$ cat src/rtl/trap_sequencer.sv
// trap_sequencer: machine-mode trap entry / mret return sequencer.
// Walks IDLE -> TSAVE -> TVEC for exceptions and interrupts, and
// IDLE -> RSAVE -> RVEC for mret, pulsing CSR update strobes and a
// one-cycle fetch redirect. Every output is a registered Moore output.
// Optional feature: define TRAP_SEQUENCER_VECTORED_EN to send interrupts
// to base + 4*11 when mtvec is in vectored mode (mtvec[1:0] == 2'b01).
module trap_sequencer (
  input  logic        clk_i,
  input  logic        reset_i,
  input  logic        boundary_i,
  input  logic        illegal_i,
  input  logic        ebreak_i,
  input  logic        ecall_i,
  input  logic        mret_i,
  input  logic        take_irq_i,
  input  logic [63:0] mtvec_i,
  input  logic [63:0] mepc_i,
  output logic        mie_0_o,
  output logic        mie_mpie_o,
  output logic        mpie_mie_o,
  output logic        mpie_1_o,
  output logic        mcause_2_o,
  output logic        mcause_3_o,
  output logic        mcause_11_o,
  output logic        mcause_irq_o,
  output logic        mepc_ia_o,
  output logic        mepc_pc_o,
  output logic        pc_load_o,
  output logic [63:0] pc_o,
  output logic        busy_o
);

  typedef enum logic [2:0] {IDLE, TSAVE, TVEC, RSAVE, RVEC} state_t;

  localparam logic [1:0] CAUSE_ILLEGAL = 2'd0;
  localparam logic [1:0] CAUSE_EBREAK  = 2'd1;
  localparam logic [1:0] CAUSE_ECALL   = 2'd2;
  localparam logic [1:0] CAUSE_IRQ     = 2'd3;

  state_t      state;
  logic [1:0]  cause;
  logic        is_exc;
  logic [1:0]  exc_cause;
  logic [63:0] trap_target;
  logic        unused_bits;

  // Low address bits of mepc (and mtvec in the base-only build) are dropped.
  assign unused_bits = ^{mepc_i[1:0], mtvec_i[1:0]};

  // Exception selection: illegal > ebreak > ecall; mret and irq follow.
  always_comb begin
    is_exc    = illegal_i | ebreak_i | ecall_i;
    exc_cause = CAUSE_ECALL;
    if (illegal_i)     exc_cause = CAUSE_ILLEGAL;
    else if (ebreak_i) exc_cause = CAUSE_EBREAK;
  end

  // Trap vector from the latched cause; only interrupts may be vectored.
  always_comb begin
    trap_target = {mtvec_i[63:2], 2'b00};
`ifdef TRAP_SEQUENCER_VECTORED_EN
    if (cause == CAUSE_IRQ && mtvec_i[1:0] == 2'b01)
      trap_target = {mtvec_i[63:2], 2'b00} + 64'd44;
`endif
  end

  // Sequencer state, cause register and registered strobes.
  always_ff @(posedge clk_i) begin
    if (reset_i) begin
      state        <= IDLE;
      cause        <= CAUSE_ILLEGAL;
      mie_0_o      <= 1'b0;
      mie_mpie_o   <= 1'b0;
      mpie_mie_o   <= 1'b0;
      mpie_1_o     <= 1'b0;
      mcause_2_o   <= 1'b0;
      mcause_3_o   <= 1'b0;
      mcause_11_o  <= 1'b0;
      mcause_irq_o <= 1'b0;
      mepc_ia_o    <= 1'b0;
      mepc_pc_o    <= 1'b0;
      pc_load_o    <= 1'b0;
      pc_o         <= 64'd0;
      busy_o       <= 1'b0;
    end else begin
      // Strobes are single-cycle: cleared unless the next state sets them.
      mie_0_o      <= 1'b0;
      mie_mpie_o   <= 1'b0;
      mpie_mie_o   <= 1'b0;
      mpie_1_o     <= 1'b0;
      mcause_2_o   <= 1'b0;
      mcause_3_o   <= 1'b0;
      mcause_11_o  <= 1'b0;
      mcause_irq_o <= 1'b0;
      mepc_ia_o    <= 1'b0;
      mepc_pc_o    <= 1'b0;
      pc_load_o    <= 1'b0;
      pc_o         <= 64'd0;
      busy_o       <= 1'b0;
      case (state)
        IDLE: begin
          if (boundary_i) begin
            if (is_exc || (!mret_i && take_irq_i)) begin
              state        <= TSAVE;
              cause        <= is_exc ? exc_cause : CAUSE_IRQ;
              busy_o       <= 1'b1;
              mie_0_o      <= 1'b1;
              mpie_mie_o   <= 1'b1;
              mcause_2_o   <= is_exc && exc_cause == CAUSE_ILLEGAL;
              mcause_3_o   <= is_exc && exc_cause == CAUSE_EBREAK;
              mcause_11_o  <= !is_exc || exc_cause == CAUSE_ECALL;
              mcause_irq_o <= !is_exc;
              mepc_ia_o    <= is_exc;
              mepc_pc_o    <= !is_exc;
            end else if (mret_i) begin
              state      <= RSAVE;
              busy_o     <= 1'b1;
              mie_mpie_o <= 1'b1;
              mpie_1_o   <= 1'b1;
            end
          end
        end
        TSAVE: begin
          state     <= TVEC;
          busy_o    <= 1'b1;
          pc_load_o <= 1'b1;
          pc_o      <= trap_target;
        end
        RSAVE: begin
          state     <= RVEC;
          busy_o    <= 1'b1;
          pc_load_o <= 1'b1;
          pc_o      <= {mepc_i[63:2], 2'b00};
        end
        TVEC, RVEC: state <= IDLE;
        default:    state <= IDLE;
      endcase
    end
  end

endmodule

$ cat config.mk
export PLATFORM = sky130hd
export DESIGN_NAME = trap_sequencer
export DESIGN_NICKNAME = d
export VERILOG_FILES = /design/src/rtl/trap_sequencer.sv
export SDC_FILE = /design/constraint.sdc
export NUM_CORES = 1
export LEC_CHECK = 0
export ABC_AREA = 1
export CORE_MARGIN = 10
export CORE_UTILIZATION = 25
export CTS_BUF_LIST = sky130_fd_sc_hd__clkbuf_8 sky130_fd_sc_hd__clkbuf_16
export CTS_CLUSTER_DIAMETER = 200
export DETAILED_ROUTE_END_ITERATION = 10
export PLACE_DENSITY = 0.65
export SLEW_MARGIN = 15
export SYNTH_ARGS = -nofsm -noshare
export SYNTH_HDL_FRONTEND = slang
export SYNTH_SLANG_ARGS = --single-unit
export TNS_END_PERCENT = 100
$ cat constraint.sdc
create_clock -name clk_i -period 1.4 [get_ports clk_i]
set_clock_uncertainty 0.2 [all_clocks]
set_input_delay 0.28 -clock clk_i [delete_from_list [all_inputs] [get_ports clk_i]]
set_output_delay 0.28 -clock clk_i [all_outputs]
set_load 0.05 [all_outputs]
==> results_dict.tcl, run 1 <==
set metrics [dict create \
    clk_pin_slew_worst_paths_ns 0.08 \
    cts_sinks 74 \
    post-route-period-util_pct 97.0 \
    synth.largest_area_cell "dfxtp_1" \
    diodes 0 \
    status "complete, no violations" \
    r2r-start "state[2]" \
    drtAntennaViolNets 0 \
    switchingPower_mw 1.36 \
    die_area_mm2 0.0148 \
    yosysTopAreaCellShare_pct 57.5 \
    die_y_um 121 \
    r2r_slack_ns 0.05 \
    grt_pass1_vias 3011 \
    clock_power_share_pct 33.4 \
    finalWeightedCongestion 0.791 \
    cts_tree "yes" \
    cp_data_arrival_time_ns 0.88 \
    synthCells 326 \
    crit_required_ns 0.92 \
    reg_top3 "pc_o (62), state (3)" \
    core-area_mm2 0.00991 \
    layout_commonest_cell "nand2_1" \
    hold_end "pc_o[34]" \
    ys_ff_latch 74 \
    hp-class "primary input to register" \
    leakage_nw 2.58 \
    finalHoldViolations 0 \
    ir_drop_v 0.000404 \
    antenna_found_initial 0 \
    synth_area_leaders "dfxtp_1 58%, nand2_1 19%, nand3_1 11%" \
    clockBufferDepth 2 \
    worstHoldStart "reset_i" \
    route.detailed.drc 0 \
    yosysUniqueCellTypes 18 \
    crit_family "flip-flops" \
    worstReg2RegEnd "pc_o[51]" \
    netSwitchingFraction_pct 26.6 \
    grt_usage_pct 14.5 \
    p_per_area_mw_per_mm2 863 \
    layout_min_cycle_time_ns 1.36 \
    seq_power_share_pct 43.6 \
    slew_viol_final 0 \
    ys_seq_area_share_pct 57.5 \
    fmax_mhz 736 \
    worstSetupPathType "register to primary output" \
    cap_violations 0 \
    finalWorstSetupSlack_ns 0.0418 \
    grt_start_max_net_pins 31 \
    overflow 0 \
    critPathSlowestCell "dfxtp_1" \
    crit_path_max_incr_delay_ns 0.38 \
    clk_latency_ns 0.35 \
    numCtsBuffers 9 \
    drt_iter0_drc 158 \
    io_buffers 205 \
    start_kind "register" \
    vias_per_cell 4.36 \
    avgSynthCellArea_um2 7.90 \
    setup_viol 0 \
    postPlaceCellArea_mm2 0.00557 \
    end_kind "primary output" \
    nNetsFinal 675 \
    min_path_cells 3 \
    drive_gt1_share_pct 24.1 \
    wire_per_inst_um 17.5 \
    internal_power_mw 3.77 \
    dp_slack_ns -0.296 \
    first_pass_iters 4 \
    start_util_pct 26.0 \
    final_cell_area_mm2 0.00594 \
    share_comb_of_total_power_pct 23.0 \
    grt_pass1_wl_um 16500 \
    drt_wl_total_um 11900 \
    h-tree-depth 3 \
    worst-path-buf-inv 1 \
    crit_fanout 1 \
    clock-root-buffer "clkbuf_8" \
    netlist_area_mm2 0.00257 \
    critical_path.cell_chain "buf_12" \
    crit_path_start "pc_o[45]" \
    r2r_cells 8 \
    largest_reg_flops 62 \
    largest-register "pc_o" \
    ios 212 \
    num_rows 36 \
    fp.dieW_um 121 \
    layout_common_cells "132 x nand2_1, 130 x clkdlybuf4s50_1, 79 x buf_12" \
    ys_warn_count 0 \
    syn2layout_area_growth_pct 131 \
    hpwl_um 9130 \
    vias 2949 \
]
[power by group through the flow]
stage	sequential, mW	combinational, mW	clock (mW)
after global routing	2.24	1.24	1.85
after detailed placement	2.29	1.14	0
after global placement	2.28	1.13	0
after floorplan	2.48	0.173	0
final	2.24	1.18	1.71
after CTS	2.24	1.15	1.77
[final cells by class]
cell class,instances,area (um2)
Fill cell,799,3970
Multi-Input combinational cell,215,936
Sequential cell,74,1500
Clock buffer,11,151
Clock inverter,5,53.8
Inverter,14,57.6
Tap cell,133,166
Timing Repair Buffer,225,3080
[Yosys cell counts, drive strengths merged]
cell and number:
inv 14, buf 17, nor2 8, conb 1, nand2 134, nor3 3
a21oi 8, nand4 1, clkbuf 7, o21ai 1, dfxtp 74, nand3 58
[logic make-up (layout without fill, tap and decap cells)]
logic type	count (synthesis)	count (layout)	synth area share, %
other cells	1	2	0.146
simple gates	204	204	33.3
buf+inv	38	255	7.29
flops	74	74	57.5
compound gates	9	9	1.75
[metal layers]
metal | track usage (%) | part of all wire, % | vias to the layer above
met1 | 14.3 | 37 | 1338
met4 | 5.81 | 2.0 | 0
met5 | 0 | 0 | -
li1 | - | - | 1445
met3 | 6.75 | 9.8 | 21
met2 | 25.9 | 51 | 145
[what timing repair did]
action / CTS / global route
hold buffers: 0 / 0
endpoints found under the setup margin: 6 / 74
endpoints found under the hold margin: 0 / 0
gates resized for setup: 3 / 18
setup buffers: 0 / 3
pin swaps: 0 / 1
gates cloned: 0 / 5
[per-stage QoR]
stage	hold WS, ns	cells	TNS [ns]	util (%)	power (mW)
2_1_floorplan	0.159	327	0	-	2.65
3_3_place_gp	0.369	653	-15.71	56.2	3.41
3_5_place_dp	0.382	653	-17.27	56.2	3.43
4_1_cts	0.241	669	0	58.3	5.15
5_1_grt	0.239	677	-0.0700	60.0	5.33
6_report	0.200	677	0	60.0	5.13
[worst max path at each step]
stage | endpoint | slack [ns] | cells past startpoint
after detailed placement | pc_o[13] | -0.30 | 5
final | pc_o[45] | 0.04 | 1
after global placement | pc_o[39] | -0.26 | 7
after CTS | pc_o[60] | 0.0004 | 1
after floorplan | mepc_pc_o | 0.03 | 1
after global routing | pc_o[23] | -0.009 | 8
No activity file was read; power rests on OpenSTA's default activity.
==> inputs of run 2 (changes only) <==
--- a/config.mk
+++ b/config.mk
@@ -6,6 +6,7 @@
 export NUM_CORES = 1
 export LEC_CHECK = 0
 export ABC_AREA = 1
+export CORE_ASPECT_RATIO = 0.7
 export CORE_MARGIN = 10
 export CORE_UTILIZATION = 25
 export CTS_BUF_LIST = sky130_fd_sc_hd__clkbuf_8 sky130_fd_sc_hd__clkbuf_16
==> run 2 against run 1 <==
Wire length is 0.50% lower; flip-flop and latch count did not move; count of clock-buffer cells in the layout is 1 higher; first-iteration DRC count decreased by 30%; worst hold slack improved by 0.050 ns; global-route usage shrank 0.35 points; largest power group unchanged.
==> results_dict.tcl, run 2 (synthesis results as in run 1) <==
set metrics [dict create \
    largest-register "pc_o" \
    drive_gt1_share_pct 23.2 \
    worstHoldStart "reset_i" \
    worstSetupPathType "register to register" \
    vias 2948 \
    nNetsFinal 679 \
    fmax_mhz 740 \
    antenna_found_initial 0 \
    cap_violations 0 \
    grt_start_max_net_pins 38 \
    finalWeightedCongestion 0.844 \
    finalWorstSetupSlack_ns 0.0482 \
    cts_hold_buf 0 \
    dp_slack_ns -0.344 \
    largest_reg_flops 62 \
    finalSetupTns_ns 0 \
    drtAntennaViolNets 0 \
    layoutNonFillerInstCount 677 \
    r2r-start "state[2]" \
    layout_common_cells "131 x nand2_1, 130 x clkdlybuf4s50_1, 78 x buf_12" \
    placedCellCount 654 \
    io_buffers 205 \
    clockBufferDepth 2 \
    leakage_nw 2.64 \
    post-route-util_pct 60.9 \
    num_rows 30 \
    clk_pin_slew_worst_paths_ns 0.06 \
    post-route-period-util_pct 96.6 \
    reg_top3 "pc_o (62), state (3)" \
    cp_data_arrival_time_ns 1.36 \
    ios 212 \
    syn2layout_area_growth_pct 134 \
    grt_pass1_vias 2998 \
    setup_viol 0 \
    h-tree-depth 3 \
    die_y_um 105 \
    grt_usage_pct 14.2 \
    cts_tree "yes" \
    vias_per_cell 4.35 \
    drt_iter0_drc 111 \
    layout_commonest_cell "nand2_1" \
    hpwl_um 9230 \
    core-area_mm2 0.00987 \
    postPlaceCellArea_mm2 0.00559 \
    end_kind "register" \
    grt_pass1_wl_um 16600 \
    p_per_area_mw_per_mm2 918 \
    overflow 0 \
    ir_drop_v 0.000462 \
    start_util_pct 26.1 \
    die_area_mm2 0.0148 \
    status "complete, no violations" \
    holdWs_ns 0.251 \
    start_kind "register" \
    numCtsBuffers 9 \
    crit_path_start "state[2]" \
    route.detailed.drc 0 \
    first_pass_iters 4 \
    crit_fanout 8 \
    crit_required_ns 1.41 \
    clk_latency_ns 0.32 \
    clock-root-buffer "clkbuf_16" \
    cts_sinks 74 \
    power_mw 5.52 \
    drt_wl_total_um 11800 \
    r2r_slack_ns 0.05 \
    wire_per_inst_um 17.4 \
    final_cell_area_mm2 0.00601 \
    fp.dieW_um 141 \
    finalHoldViolations 0 \
    hp-class "primary input to register" \
    slew_viol_final 0 \
    layout_min_cycle_time_ns 1.35 \
]
## run 2: what timing repair did
item                                    CTS  global route
buffers inserted                          0             1
endpoints found under the setup margin    8            64
gates cloned                              0             5
gates resized for setup                   4            12
## run 2: worst paths after layout
| check | to | depth (start not counted) |
|---|---|---|
| min reg2reg | pc_load_o | 2 |
| max reg2reg | pc_o[56] | 8 |
| max | pc_o[56] | 8 |
| min | mpie_1_o | 6 |
## run 2: per-layer routing
metal	track usage, %	wire length (um)	vias to the layer above
li1	-	-	1454
met5	0	0	-
met4	3.24	83	0
met2	24.0	5770	139
met3	7.42	1260	9
met1	15.4	4690	1346
## run 2: worst max-delay path, stage by stage (launching register included)
cell and delay [ns]:
dfxtp_2 0.34, inv_2 0.05, nand2_4 0.09, nor2_4 0.04, nand2_2 0.08, clkinv_4 0.13
clkbuf_16 0.19, nand2_1 0.06, nand2_1 0.05
## run 2: cell type report
cell class	instances	area (um2)
Clock buffer	12	267
Antenna cell	1	2.50
Clock inverter	4	17.5
Multi-Input combinational cell	215	938
Timing Repair Buffer	229	3080
Sequential cell	74	1490
Fill cell	807	3860
Tap cell	128	160
Inverter	14	57.6
## run 2: report_power, final
part | total [mW] | switching [mW] | internal, mW | leakage [nW]
registers | 2.24 | 0.0604 | 2.18 | 0.603
clock network | 2.12 | 0.798 | 1.32 | 0.151
logic | 1.16 | 0.499 | 0.661 | 1.88
total | 5.52 | 1.36 | 4.17 | 2.64
